--- config.mk ---
export PLATFORM = sky130hd
export DESIGN_NAME = conv_window_gen
export DESIGN_NICKNAME = d
export VERILOG_FILES = /design/src/rtl/gobor_pkg.sv /design/src/rtl/conv_line_buffer.sv /design/src/rtl/conv_window_gen.sv
export SDC_FILE = /design/constraint.sdc
export NUM_CORES = 1
export LEC_CHECK = 0
export CORE_MARGIN = 8
export CORE_UTILIZATION = 30
export CTS_CLUSTER_DIAMETER = 40
export DETAILED_ROUTE_END_ITERATION = 7
export PLACE_DENSITY = 0.45
export SLEW_MARGIN = 15
export SYNTH_ARGS = -nofsm -noshare
export SYNTH_HDL_FRONTEND = slang
export SYNTH_HIERARCHICAL = 1
export SYNTH_SLANG_ARGS = --single-unit
export TNS_END_PERCENT = 5
--- constraint.sdc ---
create_clock -name clock -period 1.6 [get_ports clock]
set_clock_uncertainty 0.05 [all_clocks]
set_input_delay 0.32 -clock clock [delete_from_list [all_inputs] [get_ports clock]]
set_output_delay 0.32 -clock clock [all_outputs]
set_load 0.01 [all_outputs]
--- src/rtl/gobor_pkg.sv ---
// Shared constants and types for the gobor convolution datapath.
package gobor_pkg;

  localparam int DATA_WIDTH            = 16;
  localparam int IN_FEATURE_ADDR_WIDTH = 9;
  localparam int KERNEL_SIZE           = 3;
  localparam int WIN_TAPS              = KERNEL_SIZE * KERNEL_SIZE;

  // Window tap indices: slice i = w[row*3+col], w0 oldest (top-left).
  localparam int WIN_TOP_NEW = 2;  // row 0, newest column, fed by line buffer 1
  localparam int WIN_MID_NEW = 5;  // row 1, newest column, fed by line buffer 0
  localparam int WIN_BOT_NEW = 8;  // row 2, newest column, fed by memory data

  typedef enum logic [1:0] {
    IDLE = 2'd0,
    RUN  = 2'd1,
    DONE = 2'd2
  } win_state_e;

  // Flat tap index of window position (row, col).
  function automatic int win_idx(input int row, input int col);
    return row * KERNEL_SIZE + col;
  endfunction

endpackage

--- src/rtl/conv_line_buffer.sv ---
// DEPTH-deep shift delay line: dout is the sample shifted in DEPTH shifts ago.
module conv_line_buffer #(
  parameter int DEPTH = 16,
  parameter int WIDTH = 16
) (
  input  logic             clock,
  input  logic             reset,
  input  logic             shift_en,
  input  logic [WIDTH-1:0] din,
  output logic [WIDTH-1:0] dout
);

  logic [WIDTH-1:0] taps_q [DEPTH];
  logic [WIDTH-1:0] taps_d [DEPTH];

  // Next-state of the delay line: shift one slot when enabled, otherwise hold.
  always_comb begin
    taps_d = taps_q;
    if (shift_en) begin
      taps_d[0] = din;
      for (int i = 1; i < DEPTH; i++) begin
        taps_d[i] = taps_q[i-1];
      end
    end else begin
      taps_d = taps_q;
    end
  end

  // Delay-line storage with synchronous active-low clear.
  always_ff @(posedge clock) begin
    if (!reset) begin
      for (int i = 0; i < DEPTH; i++) begin
        taps_q[i] <= {WIDTH{1'b0}};
      end
    end else begin
      taps_q <= taps_d;
    end
  end

  assign dout = taps_q[DEPTH-1];

endmodule

--- src/rtl/conv_window_gen.sv ---
// Raster-scans one input feature map from memory and emits every complete
// 3x3 window (valid padding) as a single-cycle beat.
module conv_window_gen #(
  parameter int DATA_WIDTH            = gobor_pkg::DATA_WIDTH,
  parameter int IN_FEATURE_ADDR_WIDTH = gobor_pkg::IN_FEATURE_ADDR_WIDTH,
  parameter int IMG_WIDTH             = 16,
  parameter int IMG_HEIGHT            = 16
) (
  input  logic                                           clock,
  input  logic                                           reset,
  input  logic                                           enable,
  input  logic                                           start,
  output logic                                           mem_rd_en,
  output logic [IN_FEATURE_ADDR_WIDTH-1:0]               mem_addr,
  input  logic [DATA_WIDTH-1:0]                          mem_rd_data,
  output logic [gobor_pkg::WIN_TAPS*DATA_WIDTH-1:0]      win_data,
  output logic                                           win_valid,
  output logic [$clog2(IMG_HEIGHT)-1:0]                  win_row,
  output logic [$clog2(IMG_WIDTH)-1:0]                   win_col,
  output logic                                           busy,
  output logic                                           frame_done
);

  import gobor_pkg::*;

  localparam int CNT_W = IN_FEATURE_ADDR_WIDTH + 1;
  localparam int ROW_W = $clog2(IMG_HEIGHT);
  localparam int COL_W = $clog2(IMG_WIDTH);

  localparam logic [CNT_W-1:0] N_PIX     = CNT_W'(IMG_WIDTH * IMG_HEIGHT);
  localparam logic [CNT_W-1:0] CNT_ONE   = CNT_W'(1'b1);
  localparam logic [ROW_W-1:0] LAST_ROW  = ROW_W'(IMG_HEIGHT - 1);
  localparam logic [COL_W-1:0] LAST_COL  = COL_W'(IMG_WIDTH - 1);
  localparam logic [ROW_W-1:0] ROW_ONE   = ROW_W'(1'b1);
  localparam logic [COL_W-1:0] COL_ONE   = COL_W'(1'b1);
  localparam logic [ROW_W-1:0] FIRST_WR  = ROW_W'(KERNEL_SIZE - 1);
  localparam logic [COL_W-1:0] FIRST_WC  = COL_W'(KERNEL_SIZE - 1);

  // Reject geometries the window scan cannot handle.
  if (IMG_WIDTH < KERNEL_SIZE) begin : g_chk_width
    $error("conv_window_gen: IMG_WIDTH must be >= 3");
  end
  if (IMG_HEIGHT < KERNEL_SIZE) begin : g_chk_height
    $error("conv_window_gen: IMG_HEIGHT must be >= 3");
  end
  if (IMG_WIDTH * IMG_HEIGHT > (1 << IN_FEATURE_ADDR_WIDTH)) begin : g_chk_addr
    $error("conv_window_gen: feature map does not fit the address space");
  end

  win_state_e             state_q,      state_d;
  logic [CNT_W-1:0]       issue_cnt_q,  issue_cnt_d;
  logic                   rd_pending_q, rd_pending_d;
  logic [ROW_W-1:0]       cap_row_q,    cap_row_d;
  logic [COL_W-1:0]       cap_col_q,    cap_col_d;
  logic                   busy_q,       busy_d;
  logic                   frame_done_q, frame_done_d;
  logic [DATA_WIDTH-1:0]  win_q [WIN_TAPS];
  logic [DATA_WIDTH-1:0]  win_d [WIN_TAPS];
  logic                   win_valid_q,  win_valid_d;
  logic [ROW_W-1:0]       win_row_q,    win_row_d;
  logic [COL_W-1:0]       win_col_q,    win_col_d;

  logic                   issue_fire_s;
  logic                   capture_s;
  logic                   last_cap_s;
  logic [DATA_WIDTH-1:0]  lb0_out_s;
  logic [DATA_WIDTH-1:0]  lb1_out_s;

  // Issue and capture may fire on the same edge, giving one pixel per cycle.
  assign issue_fire_s = (state_q == RUN) && enable && (issue_cnt_q < N_PIX);
  assign capture_s    = enable && rd_pending_q;
  assign last_cap_s   = capture_s && (cap_row_q == LAST_ROW) && (cap_col_q == LAST_COL);

  // Line buffer 0 delays the pixel stream by one row, line buffer 1 by two.
  conv_line_buffer #(
    .DEPTH (IMG_WIDTH),
    .WIDTH (DATA_WIDTH)
  ) u_lb0 (
    .clock    (clock),
    .reset    (reset),
    .shift_en (capture_s),
    .din      (mem_rd_data),
    .dout     (lb0_out_s)
  );

  conv_line_buffer #(
    .DEPTH (IMG_WIDTH),
    .WIDTH (DATA_WIDTH)
  ) u_lb1 (
    .clock    (clock),
    .reset    (reset),
    .shift_en (capture_s),
    .din      (lb0_out_s),
    .dout     (lb1_out_s)
  );

  // Frame sequencing, read issue and capture position; all held while enable is low.
  always_comb begin
    state_d      = state_q;
    issue_cnt_d  = issue_cnt_q;
    rd_pending_d = rd_pending_q;
    cap_row_d    = cap_row_q;
    cap_col_d    = cap_col_q;
    busy_d       = busy_q;
    frame_done_d = frame_done_q;
    if (enable) begin
      busy_d       = (state_q != IDLE);
      frame_done_d = (state_q == DONE);
      rd_pending_d = issue_fire_s;
      if (issue_fire_s) begin
        issue_cnt_d = issue_cnt_q + CNT_ONE;
      end else begin
        issue_cnt_d = issue_cnt_q;
      end
      if (capture_s) begin
        if (cap_col_q == LAST_COL) begin
          cap_col_d = {COL_W{1'b0}};
          if (cap_row_q == LAST_ROW) begin
            cap_row_d = {ROW_W{1'b0}};
          end else begin
            cap_row_d = cap_row_q + ROW_ONE;
          end
        end else begin
          cap_col_d = cap_col_q + COL_ONE;
          cap_row_d = cap_row_q;
        end
      end else begin
        cap_col_d = cap_col_q;
        cap_row_d = cap_row_q;
      end
      case (state_q)
        IDLE: begin
          if (start) begin
            state_d      = RUN;
            issue_cnt_d  = {CNT_W{1'b0}};
            rd_pending_d = 1'b0;
            cap_row_d    = {ROW_W{1'b0}};
            cap_col_d    = {COL_W{1'b0}};
          end else begin
            state_d = IDLE;
          end
        end
        RUN: begin
          if (last_cap_s) begin
            state_d = DONE;
          end else begin
            state_d = RUN;
          end
        end
        DONE: begin
          state_d = IDLE;
        end
        default: begin
          state_d = IDLE;
        end
      endcase
    end else begin
      state_d = state_q;
    end
  end

  // Window shift: memory data enters row 2, line buffer outputs enter rows 1 and 0.
  always_comb begin
    win_d       = win_q;
    win_valid_d = win_valid_q;
    win_row_d   = win_row_q;
    win_col_d   = win_col_q;
    if (enable) begin
      // Columns 0 and 1 of a row would straddle the previous row, so no beat.
      win_valid_d = capture_s && (cap_row_q >= FIRST_WR) && (cap_col_q >= FIRST_WC);
      if (capture_s) begin
        for (int r = 0; r < KERNEL_SIZE; r++) begin
          for (int c = 0; c < KERNEL_SIZE - 1; c++) begin
            win_d[win_idx(r, c)] = win_q[win_idx(r, c + 1)];
          end
        end
        win_d[WIN_TOP_NEW] = lb1_out_s;
        win_d[WIN_MID_NEW] = lb0_out_s;
        win_d[WIN_BOT_NEW] = mem_rd_data;
        win_row_d          = cap_row_q;
        win_col_d          = cap_col_q;
      end else begin
        win_row_d = win_row_q;
        win_col_d = win_col_q;
      end
    end else begin
      win_valid_d = win_valid_q;
    end
  end

  // Control registers with synchronous active-low reset.
  always_ff @(posedge clock) begin
    if (!reset) begin
      state_q      <= IDLE;
      issue_cnt_q  <= {CNT_W{1'b0}};
      rd_pending_q <= 1'b0;
      cap_row_q    <= {ROW_W{1'b0}};
      cap_col_q    <= {COL_W{1'b0}};
      busy_q       <= 1'b0;
      frame_done_q <= 1'b0;
    end else begin
      state_q      <= state_d;
      issue_cnt_q  <= issue_cnt_d;
      rd_pending_q <= rd_pending_d;
      cap_row_q    <= cap_row_d;
      cap_col_q    <= cap_col_d;
      busy_q       <= busy_d;
      frame_done_q <= frame_done_d;
    end
  end

  // Window and beat registers with synchronous active-low reset.
  always_ff @(posedge clock) begin
    if (!reset) begin
      for (int i = 0; i < WIN_TAPS; i++) begin
        win_q[i] <= {DATA_WIDTH{1'b0}};
      end
      win_valid_q <= 1'b0;
      win_row_q   <= {ROW_W{1'b0}};
      win_col_q   <= {COL_W{1'b0}};
    end else begin
      win_q       <= win_d;
      win_valid_q <= win_valid_d;
      win_row_q   <= win_row_d;
      win_col_q   <= win_col_d;
    end
  end

  for (genvar gi = 0; gi < WIN_TAPS; gi++) begin : g_pack
    assign win_data[gi*DATA_WIDTH +: DATA_WIDTH] = win_q[gi];
  end

  // Held beats are masked while frozen and reappear when enable returns.
  assign mem_rd_en  = issue_fire_s;
  assign mem_addr   = issue_cnt_q[IN_FEATURE_ADDR_WIDTH-1:0];
  assign win_valid  = win_valid_q && enable;
  assign frame_done = frame_done_q && enable;
  assign win_row    = win_row_q;
  assign win_col    = win_col_q;
  assign busy       = busy_q;

endmodule

==> impl_metrics.py <==
metrics = {
    "run_status": {
        "run_status": "finished, violations left",
        "failed_checks": "setup timing",
    },
    "synth": {
        "synth_compound_area_frac": 0.03533,
        "synth.area.mux_share": 0.1932,
        "yosys_warnings": 6,
        "synth-simple-area-share": 0.1766,
        "synth_xor_area_frac": 0.002311,
        "syn_area_per_cell_um2": 10.68,
        "synthAdderAreaFrac": 0.002359,
        "synth-edff-count": 0,
        "netlist_area_um2": 26520,
        "ys.flop_type": "dfxtp_1",
        "synth_seq_cells": 688,
        "synth_fp_nets": 2509,
        "synth_top_family_by_area": "multiplexers",
        "async_reset_ff_frac": 0,
        "ys_seq_area_frac": 0.5193,
        "syn_inst": 2484,
        "yosys.cell_types.count": 43,
    },
    "timing": {
        "fin_crit_sh": 1.116,
        "fmax_mhz": 559.8,
        "fin_crit_ps": 1786,
        "final_max_slew_viol_count": 0,
        "tightest_slew_ps": 605.4,
        "grt_setup_unrepaired": "yes",
        "slew_headroom": 0.5964,
        "setup_slack_ps": -186.3,
        "hold_viol_final": 0,
        "setup_viol": 2,
        "finalSetupTns_ps": -358.5,
    },
    "power_and_ir_drop": {
        "power_density_nw_per_um2": 1330,
        "p_leak_nw": 10.98,
        "power_mw": 43.70,
        "ir_drop_mv": 0.7935,
    },
    "route": {
        "routedWlPerCell_um": 14.29,
        "vias": 16910,
        "drtAntennaViolNets": 0,
        "drt_iter0_drc": 813,
        "route.detailed.drc": 0,
        "drt_wl_total_um": 56520,
        "dr.pass1.iters": 4,
        "via_per_inst": 4.277,
    },
    "worst_setup_path": {
        "endpoint_kind": "flop",
        "slowest_delay_ps": 340,
        "rr_worst_depth": 6,
        "crit_chain": "nand4bb_4, buf_4, buf_4, or3_1, or3_1, a21oi_2",
        "crit_arrival_ps": 2290,
        "path_max_fanout": 4,
        "cp.required_ps": 2110,
        "cp-start-kind": "flop",
        "path_class": "reg -> reg",
        "cp_slowest_cell": "or3_1",
    },
    "flow_run": {
        "maxCapViolations": 0,
    },
    "floorplanning": {
        "start_util": 0.3015,
        "die_h_um": 313.3,
        "fp.coreArea_um2": 87970,
        "rows": 109,
        "die_area_um2": 98190,
        "die_x_um": 313.3,
        "io_pins": 185,
    },
    "cts": {
        "clk_pin_slew_worst_paths_ps": 50,
        "cts_tree": "done",
        "clkLatencyLatePin_ps": 640,
        "cts-root-buf": "clkbuf_16",
        "numCtsBuffers": 114,
        "cts_sinks": 688,
        "htree_levels": 3,
        "clk_path_buf_depth": 3,
    },
    "layout": {
        "final_nets": 2713,
        "final_cell_mix": "606 x dfxtp_1, 513 x nor2b_1, 512 x mux2i_1, 317 x nand2_1, 160 x a21oi_1",
        "final_common_cell": "dfxtp_1",
        "syn_to_final_growth_pct": 23.85,
        "drive_gt1_frac": 0.2074,
    },
    "global_routing": {
        "grt_max_degree": 148,
        "antenna_found_initial": 0,
        "grt_first_pass_wirelength_um": 92460,
        "grt_pass1_vias": 16970,
        "grt_usage": 0.1116,
        "grt_overflow": 0,
    },
    "placement": {
        "gp_congestion": 0.7624,
        "port_buffers": 184,
        "dpl.hpwl_um": 36950,
        "place_ws_ps": -586.7,
    },
    "min_path": {
        "whs_path_depth": 3,
        "hold_class": "in -> reg",
    },
}
-- kinds of logic (layout without fill, tap and decap cells) --
group | Yosys count | count (layout)
buffers and inverters | 216 | 519
other | 0 | 2
adders and majority gates | 5 | 5
DFF | 688 | 688
AOI/OAI and AO/OA | 179 | 179
and+or+nand+nor | 877 | 877
muxes | 512 | 512
xor gates and xnor gates | 7 | 7
-- worst paths after layout --
path / from / endpoint / slack (ps)
max: issue_cnt_q[9] / issue_cnt_q[7] / -190
min: mem_rd_data[9] / win_data[137] / 200
max reg2reg: issue_cnt_q[9] / issue_cnt_q[7] / -190
min reg2reg: win_data[108] / win_data[108] / 400
-- layer usage --
layer,part of all wire,vias up,GRT usage
li1,-,8657,-
met1,0.47,7904,0.1425
met2,0.47,238,0.1835
met3,0.040,111,0.02541
met4,0.028,0,0.04175
met5,0,-,0
-- report_power, final --
group / internal, mW / switching, mW / leakage (nW)
combinational: 0.525 / 0.543 / 3.43
clock: 16.7 / 8.78 / 1.97
sequential: 17.2 / 0.0178 / 5.58
total: 34.4 / 9.34 / 11.0
-- cell type report --
cell class,instances,area (um2)
Timing Repair Buffer,297,2440
Sequential cell,688,13900
Clock buffer,138,3105
Tap cell,1165,1458
Fill cell,8740,55110
Clock inverter,77,980.9
Inverter,7,43.79
Multi-Input combinational cell,1580,10920
Antenna cell,2,5.005
-- flip-flops by register name (all words and copies together), names as in the netlist --
register,count
u_lb1/dout,16
issue_cnt_q,10
win_valid_q,1
busy,1
cap_col_q,4
rd_pending_q,1
u_lb0/taps_q,240
cap_row_q,4
u_lb0/dout,16
u_lb1/taps_q,240
win_col,4
win_row,4
frame_done_q,1
state_q,2
win_data,144
-- worst max-delay path, delay by kind of cell (launching register included) --
| kind | cells | cell delay (ps) |
|---|---|---|
| AND/OR/NAND/NOR | 3 | 910 |
| flip-flops | 1 | 320 |
| buffers and inverters | 2 | 290 |
| AO/OA/AOI/OAI | 1 | 140 |
-- synth_stat cells, types with 3 or more instances --
cell type | count | area share
a21oi_1 | 160 | 0.030
a31oi_1 | 4 | 0.00094
and2_1 | 3 | 0.00071
buf_12 | 52 | 0.039
buf_2 | 18 | 0.0034
buf_4 | 44 | 0.012
clkbuf_1 | 90 | 0.013
dfxtp_1 | 688 | 0.52
ha_1 | 5 | 0.0024
inv_1 | 6 | 0.00085
mux2i_1 | 512 | 0.19
nand2_1 | 318 | 0.045
nand3_1 | 6 | 0.0011
nor2_1 | 15 | 0.0021
nor2b_1 | 513 | 0.12
nor4_1 | 4 | 0.00094
o21ai_0 | 5 | 0.00094
or3_1 | 4 | 0.00094
xnor2_1 | 5 | 0.0017
-- per-stage QoR --
stage                     hold WS [ps]  cell area (um2)  std cells    util
after floorplan                  366.7            26530       2484       -
after global placement           391.9            29320       3732  0.3333
after detailed placement         396.5            29320       3732  0.3333
after CTS                        157.0            32790       3952  0.3728
after global routing             190.1            32850       3952  0.3734
final                            204.3            32850       3954  0.3735
-- timing repair --
item,in CTS,in global routing
hold buffers,1,0
endpoints found under the setup margin,168,85
pin swaps,3,3
resized for setup,762,17
setup buffers,4,0
endpoints found under the hold margin,31,0
No activity file was read; power rests on OpenSTA's default activity.
